$ cat src/rtl/pipeline_pkg.sv
// Shared pipeline definitions for the front end of the core.
//   XLEN      : architectural register / address width
//   NOP_INSTR : canonical NOP (addi x0, x0, 0) shown to Decode when nothing is valid
//   PC_STEP   : byte increment between sequential instructions
//   fetch_entry_t : one buffered fetch, {instr, pc}
package pipeline_pkg;

    localparam int unsigned XLEN = 32;
    localparam logic [XLEN-1:0] NOP_INSTR = 32'h0000_0013;
    localparam logic [XLEN-1:0] PC_STEP = 32'd4;

    typedef struct packed {
        logic [XLEN-1:0] instr;
        logic [XLEN-1:0] pc;
    } fetch_entry_t;

endpackage

$ cat src/rtl/fetch_queue_if.sv
// Instruction-memory fetch port: request/grant plus in-order response channel.
//   imem_req/imem_addr   : request from the fetch unit
//   imem_gnt             : memory accepts the request this cycle
//   imem_rvalid/rdata    : in-order response, at most one per cycle
// master = fetch unit, slave = instruction memory.
interface fetch_queue_if;
    import pipeline_pkg::*;

    logic            imem_req;
    logic [XLEN-1:0] imem_addr;
    logic            imem_gnt;
    logic            imem_rvalid;
    logic [XLEN-1:0] imem_rdata;

    modport master (
        output imem_req,
        output imem_addr,
        input  imem_gnt,
        input  imem_rvalid,
        input  imem_rdata
    );

    modport slave (
        input  imem_req,
        input  imem_addr,
        output imem_gnt,
        output imem_rvalid,
        output imem_rdata
    );

endinterface

$ cat src/rtl/fetch_queue_sync_fifo.sv
// Small synchronous FIFO holding fetched {instr, pc} entries.
//   clk, rst   : clock, asynchronous active-low reset
//   push/data  : write an entry (ignored when full)
//   pop        : remove the head entry (ignored when empty)
//   flush      : empty the FIFO; wins over push/pop
//   full/empty : status
//   head       : current head entry, straight from storage (no bypass)
module sync_fifo #(
    parameter int unsigned WIDTH = 64,
    parameter int unsigned DEPTH = 4
) (
    input  logic             clk,
    input  logic             rst,
    input  logic             push,
    input  logic [WIDTH-1:0] push_data,
    input  logic             pop,
    input  logic             flush,
    output logic             full,
    output logic             empty,
    output logic [WIDTH-1:0] head
);

    localparam int unsigned PW = $clog2(DEPTH);
    localparam int unsigned CW = PW + 1;

    logic [WIDTH-1:0] mem_q [DEPTH];
    logic [PW-1:0]    wptr_q, rptr_q;
    logic [CW-1:0]    count_q;
    logic             do_push, do_pop;

    assign full    = (count_q == CW'(DEPTH));
    assign empty   = (count_q == '0);
    assign do_push = push && !full;
    assign do_pop  = pop && !empty;
    assign head    = mem_q[rptr_q];

    // DEPTH is a power of two, so the pointers wrap naturally.
    always_ff @(posedge clk or negedge rst) begin
        if (!rst) begin
            wptr_q  <= '0;
            rptr_q  <= '0;
            count_q <= '0;
        end else if (flush) begin
            wptr_q  <= '0;
            rptr_q  <= '0;
            count_q <= '0;
        end else begin
            if (do_push) wptr_q <= wptr_q + 1'b1;
            if (do_pop)  rptr_q <= rptr_q + 1'b1;
            count_q <= count_q + CW'(do_push) - CW'(do_pop);
        end
    end

    // Storage needs no reset; entries are only observed while counted.
    always_ff @(posedge clk) begin
        if (do_push && !flush) mem_q[wptr_q] <= push_data;
    end

endmodule

$ cat src/rtl/fetch_queue.sv
// Instruction prefetch buffer between instruction memory and Decode.
//   clk, rst          : clock, asynchronous active-low reset
//   PCSrcE/PCTargetE  : redirect from Execute; flushes the queue and in-flight fetches
//   StallD            : Decode holds the head entry
//   imem              : request/grant/response fetch port (master side)
//   ValidD/InstrD/PCD/PCPlus4D : head entry presented to Decode (NOP/0 when empty)
// A credit rule (occupancy + outstanding < DEPTH) guarantees every response has a slot.
module fetch_queue
    import pipeline_pkg::*;
#(
    parameter int unsigned     DEPTH    = 4,
    parameter logic [XLEN-1:0] RESET_PC = 32'h0000_0000
) (
    input  logic             clk,
    input  logic             rst,
    input  logic             PCSrcE,
    input  logic [XLEN-1:0]  PCTargetE,
    input  logic             StallD,
    fetch_queue_if.master    imem,
    output logic             ValidD,
    output logic [XLEN-1:0]  InstrD,
    output logic [XLEN-1:0]  PCD,
    output logic [XLEN-1:0]  PCPlus4D
);

    localparam int unsigned CW = $clog2(DEPTH) + 1;

    logic [XLEN-1:0] fetch_pc_q, resp_pc_q;
    logic [CW-1:0]   occ_q, outst_q, discard_q;
    logic [CW:0]     credit_used;
    logic            gnt, drop, push, pop;
    logic            fifo_full, fifo_empty;
    fetch_entry_t    head_entry, push_entry;

    assign credit_used   = {1'b0, occ_q} + {1'b0, outst_q};
    assign imem.imem_req  = rst && !PCSrcE && (credit_used < (CW + 1)'(DEPTH));
    assign imem.imem_addr = fetch_pc_q;

    assign gnt  = imem.imem_req && imem.imem_gnt;
    assign drop = imem.imem_rvalid && (discard_q != '0);
    // A response in the flush cycle is dropped along with everything older.
    assign push = imem.imem_rvalid && !drop && !PCSrcE && !fifo_full;
    assign pop  = ValidD && !StallD && !PCSrcE;

    assign push_entry.instr = imem.imem_rdata;
    assign push_entry.pc    = resp_pc_q;

    always_ff @(posedge clk or negedge rst) begin
        if (!rst) begin
            fetch_pc_q <= RESET_PC;
            resp_pc_q  <= RESET_PC;
            occ_q      <= '0;
            outst_q    <= '0;
            discard_q  <= '0;
        end else begin
            outst_q <= outst_q + CW'(gnt) - CW'(imem.imem_rvalid);
            if (PCSrcE) begin
                fetch_pc_q <= PCTargetE;
                resp_pc_q  <= PCTargetE;
                occ_q      <= '0;
                // Every request still in flight belongs to the old path.
                discard_q  <= outst_q - CW'(imem.imem_rvalid);
            end else begin
                if (gnt)  fetch_pc_q <= fetch_pc_q + PC_STEP;
                if (push) resp_pc_q  <= resp_pc_q + PC_STEP;
                if (drop) discard_q  <= discard_q - 1'b1;
                occ_q <= occ_q + CW'(push) - CW'(pop);
            end
        end
    end

    sync_fifo #(
        .WIDTH (2 * XLEN),
        .DEPTH (DEPTH)
    ) u_fifo (
        .clk       (clk),
        .rst       (rst),
        .push      (push),
        .push_data (push_entry),
        .pop       (pop),
        .flush     (PCSrcE),
        .full      (fifo_full),
        .empty     (fifo_empty),
        .head      (head_entry)
    );

    assign ValidD   = (occ_q != '0);
    assign InstrD   = ValidD ? head_entry.instr : NOP_INSTR;
    assign PCD      = ValidD ? head_entry.pc : '0;
    assign PCPlus4D = ValidD ? head_entry.pc + PC_STEP : '0;

    assert property (@(posedge clk) disable iff (!rst)
        imem.imem_rvalid && !drop && !PCSrcE |-> !fifo_full)
        else $error("fetch_queue: response arrived with queue full");

    assert property (@(posedge clk) disable iff (!rst)
        imem.imem_rvalid |-> (outst_q != '0))
        else $error("fetch_queue: response without outstanding request");

    assert property (@(posedge clk) disable iff (!rst)
        ValidD == !fifo_empty)
        else $error("fetch_queue: occupancy and storage disagree");

endmodule

$ cat src/flat_wrapper.sv
// flat-port wrapper written by rule: the top's interface ports become plain ports
module fetch_queue_flat import pipeline_pkg::*;
#(
    parameter int unsigned     DEPTH    = 4,
    parameter logic [XLEN-1:0] RESET_PC = 32'h0000_0000
)
  (clk, rst, PCSrcE, PCTargetE, StallD, ValidD, InstrD, PCD, PCPlus4D, imem_imem_req, imem_imem_addr, imem_imem_gnt, imem_imem_rvalid, imem_imem_rdata);
  fetch_queue_if imem_i ();
  input  logic clk;
  input  logic rst;
  input  logic PCSrcE;
  input  logic [XLEN-1:0] PCTargetE;
  input  logic StallD;
  output logic ValidD;
  output logic [XLEN-1:0] InstrD;
  output logic [XLEN-1:0] PCD;
  output logic [XLEN-1:0] PCPlus4D;
  output wire logic [$bits(imem_i.imem_req)-1:0] imem_imem_req;
  output wire logic [$bits(imem_i.imem_addr)-1:0] imem_imem_addr;
  input wire logic [$bits(imem_i.imem_gnt)-1:0] imem_imem_gnt;
  input wire logic [$bits(imem_i.imem_rvalid)-1:0] imem_imem_rvalid;
  input wire logic [$bits(imem_i.imem_rdata)-1:0] imem_imem_rdata;
  assign imem_imem_req = imem_i.imem_req;
  assign imem_imem_addr = imem_i.imem_addr;
  assign imem_i.imem_gnt = imem_imem_gnt;
  assign imem_i.imem_rvalid = imem_imem_rvalid;
  assign imem_i.imem_rdata = imem_imem_rdata;
  fetch_queue #(.DEPTH(DEPTH), .RESET_PC(RESET_PC)) u_core (.clk(clk), .rst(rst), .PCSrcE(PCSrcE), .PCTargetE(PCTargetE), .StallD(StallD), .imem(imem_i), .ValidD(ValidD), .InstrD(InstrD), .PCD(PCD), .PCPlus4D(PCPlus4D));
endmodule
$ cat config.mk
export PLATFORM = sky130hd
export DESIGN_NAME = fetch_queue_flat
export DESIGN_NICKNAME = d
export VERILOG_FILES = /design/src/rtl/pipeline_pkg.sv /design/src/rtl/fetch_queue_if.sv /design/src/rtl/fetch_queue_sync_fifo.sv /design/src/rtl/fetch_queue.sv /design/src/flat_wrapper.sv
export SDC_FILE = /design/constraint.sdc
export NUM_CORES = 1
export LEC_CHECK = 0
export CORE_ASPECT_RATIO = 0.7
export CORE_MARGIN = 10
export CORE_UTILIZATION = 54
export DETAILED_ROUTE_END_ITERATION = 8
export GPL_TIMING_DRIVEN = 0
export PLACE_DENSITY_LB_ADDON = 0.12
export SLEW_MARGIN = 40
export SYNTH_ARGS = -nofsm -noshare
export SYNTH_HDL_FRONTEND = slang
export SYNTH_SLANG_ARGS = --single-unit
$ cat constraint.sdc
create_clock -name clk -period 7.94 [get_ports clk]
set_clock_uncertainty 0.15 [all_clocks]
set_input_delay 1.588 -clock clk [delete_from_list [all_inputs] [get_ports clk]]
set_output_delay 1.588 -clock clk [all_outputs]
set_load 0.05 [all_outputs]
# Word level (Yosys, flattened, before mapping)
# Memories as Yosys holds them, arrays and structs flattened.
# Cells that the tools add are included.
# totals
inputBits	70
mem_count	1
reg_bits	80
ram_bits	256
elab_cells	67
output_inout_bits	130
# memory_table
memory	words	word_bits	read_ports	rd_clocked_by_memory_dff	wr	line	text
u_core.u_fifo.mem_q	4	64	1	0	1	fetch_queue_sync_fifo.sv:26	logic [WIDTH-1:0] mem_q [DEPTH];
# op_classes
reduce_logical	25
mux	17
n_lt_le_gt_ge	1
addsub	14
eq_ne	1
# op_table
cell	n
32-bit 2-to-1 mux	7
32-bit by 3-bit adder with 32-bit output, second input constant	3
1-bit logical AND	12
3-bit 2-to-1 mux	4
3-bit by 1-bit subtractor with 3-bit output	4
2-bit nonzero test	5
3-bit by 1-bit adder with 3-bit output	3
2-bit 2-to-1 mux	4
3-bit nonzero test	2
1-bit zero test	5
2-bit by 1-bit adder with 2-bit output, second input constant	2
3-bit by 3-bit adder with 4-bit output	1
4-bit by 3-bit < comparator with 1-bit output, second input constant	1
3-bit equality test, second input constant	1
3-bit zero test	1
3-bit by 1-bit subtractor with 3-bit output, second input constant	1
1-bit 2-to-1 mux	2

# Depth between registers and ports, before layout
# Gate-level depths: netlist (run 1).
# logic_depth
ltp_word	10
depth_mapped	13
depth_no_buf	11

# Modules after synthesis
# From an unflattened synthesis (run 1), not the netlist that was laid out.
# unflattened
hier_cells	1002
area_unflattened_um2	15011.9
# by_module_without_submodules
mod	area_per_inst_um2	cells_each	n_inst
sync_fifo	9678.0	382	1
fetch_queue	5333.9	620	1

# Worst setup path before layout (run 1)
# No wires, ideal clock.
# synth_path
path_type	in2reg
startpoint	input PCSrcE
endpoint	memory u_core.u_fifo.mem_q[0][0], enable pin
n_path_buf	3
t_arrival_ns	4.441
path_slack_ns	2.921
required_time_ns	7.361
setup_ns	0.429
cell_stages	7
path_cell_list	nand4bb_1 -> or2_2 -> clkbuf_1 -> inv_1 -> clkbuf_1 -> buf_1 -> and2_1
# synth_via
elab_chain_cells	7
# synth_rtl
element	line	text
from (decl)	flat_wrapper.sv:11	input logic PCSrcE;
1-bit zero test (*)	fetch_queue_sync_fifo.sv:56, fetch_queue.sv:42	
1-bit logical AND (2 in a row)	fetch_queue.sv:42	assign push = imem.imem_rvalid && !drop && !PCSrcE && !fifo_full;
1-bit logical AND	fetch_queue_sync_fifo.sv:33	assign do_push = push && !full;
1-bit logical AND (*)	fetch_queue_sync_fifo.sv:56	if (do_push && !flush) mem_q[wptr_q] <= push_data;
1-bit 2-to-1 mux (*)	fetch_queue_sync_fifo.sv:56	
1-bit 2-to-1 mux (not written as such) (*)	fetch_queue_sync_fifo.sv:56	
to (decl)	fetch_queue_sync_fifo.sv:26	
# Mark *: on every way between the ends. The rest lies on a longest branch, timed or not.

# Worst setup path after layout (run 1)
# layout_path
startpoint	register u_core.u_fifo.rptr_q[0]
endpoint	output PCPlus4D[20]
# layout_via
elab_chain_cells	3
# layout_rtl
element	line	text
from (decl)	fetch_queue_sync_fifo.sv:27	logic [PW-1:0] wptr_q, rptr_q;
from (signal assigned)	fetch_queue_sync_fifo.sv:49	if (do_pop) rptr_q <= rptr_q + 1'b1;
memory 4 x 64 bit	--	
32-bit by 3-bit adder with 32-bit output	fetch_queue.sv:90	assign PCPlus4D = ValidD ? head_entry.pc + PC_STEP : '0;
32-bit 2-to-1 mux	fetch_queue.sv:90	
to (decl)	flat_wrapper.sv:17	output logic [XLEN-1:0] PCPlus4D;
# No other way between the ends.

==> impl_results.md, run 1 <==
* Peak per-stage delay on the critical path at 0.90 ns
* FMAX at 165 MHz
* Die Y at 160 um
* CP Data Arrival Time at 4.34 ns
* Synth Warn # at 0
* Post-synth cell types at 60
* Yosys reg bits at 336
* Placed instance area at 17800 um^2
* Via count at 10020
* Maximum VDD drop at between 0.2 and 0.3 mV
* Slowest cell on the critical path: clkdlybuf4s50_1
* Kind of critical path: flip-flop to primary output
* Max cap viols at 0
* Netlist Area Pre-Place at ~15000 um^2
* Die area at between 30000 and 40000 um^2
* FFs w/ async S/R, synth at around a quarter
* Std-Cell Rows at between 50 and 60
* CTS resizes at 0
* Met2 Usage GRT at about a third
* Num ports at 200
* Most used routing layer: met2
* Net Switching at 0.00222 W
* Layout cells sized above 1 at 11.4%
* Setup violations, final at 0
* Pin count of the biggest net entering global routing at 45
* Worst rel slew slack at between 40 and 50%
* Global-route wire length before repair at 60100 um
* PwrDens at 309 nW/um^2
* Syn Nets at 1133
* P&R area growth vs syn at 24.2%
* CTS tree: yes
* DP HPWL at 28100 um
* Drc violations at 0
* Clock Path Buffers at 3
* Initial antenna violation count at 1
* Seq pwr share at 37.0%
* Cell types occupying the most area after synthesis: edfxtp_1 (51%), dfrtp_1 (13%), mux4_2 (6.1%), mux4_1 (4.0%), and2_1 (3.0%)
* Number of antenna diodes at 0
* Top cell type by total area after synthesis: edfxtp_1
* EDFF count, synth at around 260
* Number of post-CTS setup repair buffers at 0
* Seq/Total Area, Yosys at 63.9%
* Syn Area/Cell at roughly 15 um^2
* Root Buffer: clkbuf_16
* Synth top area share at about 51%
* Final Core Density at 67.8%
* Gpl congestion at between 0.9 and 1
* Clk pin slew, worst setup/hold paths at 0.06 ns
* Clock period minus worst slack at 6.08 ns
* Crit-path cells: buf_6, buf_12, mux4_1, ha_1, nand3_1, nand4b_2, or3_1, a21oi_1, clkdlybuf4s50_1
* Clock power frac at 26.6%
* Fin. Hold Viols at 0
* Post-synth top cells: edfxtp_1 (256), dfrtp_1 (80), and2_1 (72), nand2_1 (72), nor2_1 (52)
* Vias/cell at 5.98
* Placed insts at about 1600
* Post-DRT Antenna Nets at 0
* Met1 usage at a little under a third
* Pins Over Slew Limit at 0
* CTS sink count at around 340
* Predominant post-synthesis flop cell: edfxtp_1
* Pre-Repair DR Iteration Count at 5
* Sw frac at 38.1%
* Routing usage on met3 at 6.00%
* RSZ-0062 raised after global routing: no
* Core Box Area at 27800 um^2
* Hold Path Class: flip-flop to flip-flop
* Worst Path Buf+Inv at 3
* TritonCTS buffer count at 31
* Port Buf Inserts at 199
* Worst Tran Pin Value at 0.880 ns
* Skew-Pair Late Insertion Delay at 0.57 ns
* Initial DRC Count at 900
* Top Family by Delay on Critical Path: simple AND/OR/NAND/NOR gates
* Startpoint types: flip-flop
* Final Non-Filler Cells at 1675
* Crit Path Max Fanout at 10
* GRT Overall Usage at 22.0%
* CTS H-tree depth at 1
* Final period utilization at 76.5%
* Comb power frac at 36.5%
* CP Capture Type: primary output
* Power Internal at between 0.003 and 0.004 W
* Nets at between 1000 and 1500
* Final TNS setup at 0 ns
* Critical Path RT at 6.20 ns
* Leakage at 6.53 nW
* Status: complete, no violations
* Post-Syn Instances at 1041
* Routed WL per cell at 23.2 um
* Die Wd at 220 um
* Cell area after layout at 18800 um^2
* Starting density of the core at between 50% and 60%
* Vias in the first global route at 10021
* Remaining global-route overflow at 0
* Hold_buf cts at 0
* Most common cell in the netlist: edfxtp_1
* Total Wirelength at 38900 um
-- final cells by class --
type                    instances  area [um^2]
clock inverters                22          268
repair buffers                205         2130
inverters                      36          135
fillers                      1976         8930
clock buffers                  36          795
well taps                     371          464
multi-input cells             619         5080
flip-flops and latches        336         9690
plain buffers                  50          273
-- sequential cells by signal (all words and copies together) (netlist names) --
signal / count
u_core.u_fifo.mem_q: 256
u_core.imem.imem_addr: 32
u_core.resp_pc_q: 32
u_core.discard_q: 3
u_core.occ_q: 3
u_core.outst_q: 3
u_core.u_fifo.count_q: 3
u_core.u_fifo.rptr_q: 2
u_core.u_fifo.wptr_q: 2
-- path summary, 6_finish.rpt --
check	startpoint	endpoint	slack, ns	cells past startpoint
max	u_core.u_fifo.rptr_q[0]	PCPlus4D[20]	1.86	9
min	u_core.imem.imem_addr[0]	u_core.imem.imem_addr[0]	0.37	2
max reg2reg	u_core.discard_q[0]	u_core.u_fifo.mem_q[2][26]	3.75	11
min reg2reg	u_core.imem.imem_addr[0]	u_core.imem.imem_addr[0]	0.37	2
max in group asynchronous	rst	u_core.imem.imem_addr[0]	6.30	2
min in group asynchronous	rst	u_core.imem.imem_addr[23]	0.76	1
-- stage by stage --
step | power, W | hold WS (ns) | worst slack [ns]
finish | 0.00582 | 0.369 | 1.86
floorplan | 0.00351 | 0.326 | 2.92
global placement | 0.00429 | 0.360 | -0.119
global route | 0.00605 | 0.404 | 1.71
detailed placement | 0.00431 | 0.367 | 2.25
CTS | 0.00585 | 0.376 | 1.92
-- power by group through the flow --
stage | clock network (W) | registers, W | logic [W]
final | 0.00155 | 0.00215 | 0.00212
after global placement | 0 | 0.00218 | 0.00211
after floorplan | 0 | 0.00222 | 0.00128
after global routing | 0.00164 | 0.00217 | 0.00223
after CTS | 0.00157 | 0.00215 | 0.00214
after detailed placement | 0 | 0.00218 | 0.00213
-- per-layer routing --
metal  up-vias  wire length (um)
met1      5041             17000
met2       418             17800
met5         -                 0
li1       4508                 -
met3        53              3400
met4         0               690
-- worst min-delay path, delay by kind of cell (launching register included) --
family	cells	cell delay, ns
flops	1	0.37
compound gates	1	0.06
buf+inv	1	0.05
-- kinds of logic after synthesis --
| family | share of synthesized area, % |
|---|---|
| adders and majority gates | 1.96 |
| muxes | 10.9 |
| AOI/OAI and AO/OA | 5.60 |
| buffers and inverters | 2.68 |
| and+or+nand+nor | 12.7 |
| xor gates and xnor gates | 2.25 |
| DFF | 63.9 |
-- cell usage in the layout, fill, tap and decap left out, drive strengths merged, types with 4 or more instances in the layout --
master         instances
nor2                  52
inv                   38
a221o                  5
dfrtp                 80
clkinv                13
ha                    19
mux4                  64
o31ai                  8
edfxtp               256
nand2                 72
o21ai                 47
a21oi                 24
buf                   29
bufinv                 5
o211ai                11
nand3                 35
nand2b                 4
o311ai                10
clkdlybuf4s50        198
o31a                   4
a41oi                  4
nor3                  16
and4                  14
nor4                   5
and3                  12
a31oi                 12
clkbuf                64
or2                    6
or3                    9
xor2                  20
nand4                 30
and2                  72
mux2                  10
or4                   11
xnor2                 19
Note: power is estimated with default switching activity, not from simulation.
==> inputs of run 2 (changes only) <==
--- a/config.mk
+++ b/config.mk
@@ -7,7 +7,7 @@
 export LEC_CHECK = 0
 export CORE_ASPECT_RATIO = 0.7
 export CORE_MARGIN = 10
-export CORE_UTILIZATION = 54
+export CORE_UTILIZATION = 50
 export DETAILED_ROUTE_END_ITERATION = 8
 export GPL_TIMING_DRIVEN = 0
 export PLACE_DENSITY_LB_ADDON = 0.12
==> constraint.sdc (replaced) <==
create_clock -name clk -period 5.2 [get_ports clk]
set_clock_uncertainty 0.15 [all_clocks]
set_input_delay 1.04 -clock clk [delete_from_list [all_inputs] [get_ports clk]]
set_output_delay 1.04 -clock clk [all_outputs]
set_load 0.05 [all_outputs]
==> run 2 against run 1 <==
Combinational power up 52%. Non-clock buffer count grew 2. Sequential cell count did not move. First-iteration DRC count grew 16%. Wire length is 2.7% higher. Critical path type unchanged. Critical endpoint is now PCPlus4D[16]. Highest routed layer unchanged.
==> impl_results.md, run 2 (synthesis gave the netlist of run 1 again) <==
* RR Startpoint: u_core.discard_q[0]
* Worst hold slack at between 0.2 and 0.25 ns
* Clock power frac at around a quarter
* FMAX at 201 MHz
* Status: complete, no violations
* Slowest cell on the critical path: dlygate4sd2_1
* Clock Path Buffers at 3
* Final period utilization at a little over nine tenths
* Drc violations at 0
* Power Internal at roughly 0.0055 W
* Design Power at 0.00884 W
* Clock period minus worst slack at 4.98 ns
* Remaining global-route overflow at 0
* GRT Overall Usage at 20.9%
* Max cap viols at 0
* Core Box Area at 30000 um^2
* Depth of the worst register-to-register path at 10
* Initial DRC Count at 1044
* Worst Path Buf+Inv at 3
* Critical Path RT at ~4.0 ns
* Worst rel slew slack at 40.6%
* Sw frac at 38.2%
* Net Switching at 0.00338 W
* Crit Path Max Fanout at 10
* DP HPWL at 28800 um
* CTS sink count at approximately 340
* Maximum VDD drop at 0.333 mV
* CP Data Arrival Time at 3.79 ns
* Die area at 37800 um^2
* Max reg flops at 256
* P&R area growth vs syn at 24.8%
* Kind of critical path: flip-flop to primary output
* Via count at 10038
* Peak per-stage delay on the critical path at 0.57 ns
* Worst Tran Pin Value at ~0.9 ns
* Biggest register: u_core.u_fifo.mem_q
* CP Capture Type: primary output
* Starting density of the core at just over 50%
* Gpl congestion at 0.911
* Pre-Repair DR Iteration Count at 6
* CTS H-tree depth at 2
* Initial antenna violation count at 0
* Global-route wire length before repair at 61700 um
* Placed instance area at 17800 um^2
* Top Family by Delay on Critical Path: simple AND/OR/NAND/NOR gates
* Vias/cell at between 5 and 6
* Routed WL per cell at roughly 23 um
* Num ports at 200
* TritonCTS buffer count at 34
* Most frequent cells in the layout: edfxtp_1 (256), clkdlybuf4s50_1 (185), dfrtp_1 (80)
* Clk pin slew, worst setup/hold paths at 0.07 ns
* Std-Cell Rows at 53
* Die Y at between 150 and 200 um
* Total Wirelength at 40000 um
* Die Wd at 228 um
* Multi-input combinational cell area at between 5000 and 6000 um^2
* Port Buf Inserts at 199
* Seq pwr share at 37.1%
* Skew-Pair Late Insertion Delay at 0.52 ns
* Worst reg2reg path endpoint: u_core.u_fifo.mem_q[2][62]
* PwrDens at 467 nW/um^2
* Hold Path Class: input port to async pin
* R2r setup slk at 0.90 ns
* Layout cells sized above 1 at 11.1%
* Fill count at about 2300
* Cell area after layout at 18900 um^2
* Number of post-CTS setup repair buffers at 0
* Crit-path cells: buf_6, buf_12, mux4_1, ha_1, nand3_1, nand2b_1, or4_1, a21oi_1, dlygate4sd2_1
* CTS tree: yes
* Reg area at 9690 um^2
* RSZ-0062 raised after global routing: no
* Setup violations, final at 0
* Number of antenna diodes at 0
* Startpoint types: flip-flop
* Post-DRT Antenna Nets at 0
* Leakage at roughly 6.7 nW
* Root Buffer: clkbuf_16
* Pin count of the biggest net entering global routing at 52
* Comb power frac at between 30% and 40%
* Vias in the first global route at 9943
* Nets at 1376
* Pins Over Slew Limit at 0
* Most common cell after layout, fill and taps aside: edfxtp_1
* Fin. Hold Viols at 0
## run 2: changes by cell type in the layout (fill, tap and decap cells not counted), sizes merged, moves of 4 or more
cell           previous run  this run
dlymetal6s2s              0         6
clkinv                   13         9
dlygate4sd2               0         7
clkdlybuf4s50           198       185
clkbuf                   64        79
bufinv                    5         0
## run 2: area by class of cell
| cell class | count | share of cell area (%) |
|---|---|---|
| Inverter | 36 | 0.714 |
| Multi-Input combinational cell | 619 | 26.9 |
| Timing Repair Buffer | 207 | 11.5 |
| Clock buffer | 50 | 5.26 |
| Tap cell | 412 | 2.72 |
| Buffer | 50 | 1.45 |
| Sequential cell | 336 | 51.2 |
| Clock inverter | 9 | 0.304 |
## run 2: how the worst max path moves through the flow
stage | from | cells past startpoint | end | slack [ns]
after floorplan | PCSrcE | 7 | u_core.u_fifo.mem_q[0][0] | 0.73
after global placement | rst | 10 | u_core.outst_q[2] | -2.39
after detailed placement | PCSrcE | 9 | u_core.u_fifo.mem_q[2][58] | 0.06
after CTS | u_core.u_fifo.rptr_q[0] | 9 | PCPlus4D[19] | 0.02
after global routing | u_core.u_fifo.rptr_q[0] | 9 | PCPlus4D[27] | 0.04
final | u_core.u_fifo.rptr_q[0] | 9 | PCPlus4D[16] | 0.22
## run 2: worst reg2reg max path: stages, from the launching register on
cell and delay (ns):
dfrtp_1 0.38, inv_1 0.08, ha_1 0.16, nand4bb_1 0.27, or2_2 0.38, clkbuf_1 0.19
inv_1 0.32, clkbuf_1 0.49, buf_1 0.60, and2_4 0.62, buf_12 0.30
## run 2: metal layers
| metal | part of all wire [%] | vias up | track usage, % |
|---|---|---|---|
| met3 | 8.4 | 55 | 5.50 |
| met1 | 43 | 5064 | 28.9 |
| met4 | 1.5 | 0 | 4.34 |
| met2 | 47 | 401 | 32.7 |
| met5 | 0 | - | 0 |
| li1 | - | 4518 | - |
## run 2: timing repair
item / in CTS / in global routing
hold buffers: 0 / 0
setup endpoints to repair: 9 / 16
resized for setup: 8 / 9
## run 2: metrics by stage
step / setup WS (ns) / TNS, ns / utilization (%) / instances
2_1_floorplan: 0.729 / 0 / - / 1041
3_3_place_gp: -2.39 / -536.28 / 58.9 / 1652
3_5_place_dp: 0.0644 / 0 / 59.6 / 1660
4_1_cts: 0.0154 / 0 / 63.1 / 1719
5_1_grt: 0.0401 / 0 / 63.1 / 1719
6_report: 0.222 / 0 / 63.1 / 1719
## run 2: power by group through the flow
stage               logic, W  registers [W]  clock network, W
global placement     0.00323        0.00333                 0
detailed placement   0.00327        0.00333                 0
CTS                  0.00326        0.00328           0.00237
finish               0.00323        0.00328           0.00233
global route         0.00341        0.00331           0.00248
floorplan            0.00196        0.00340                 0
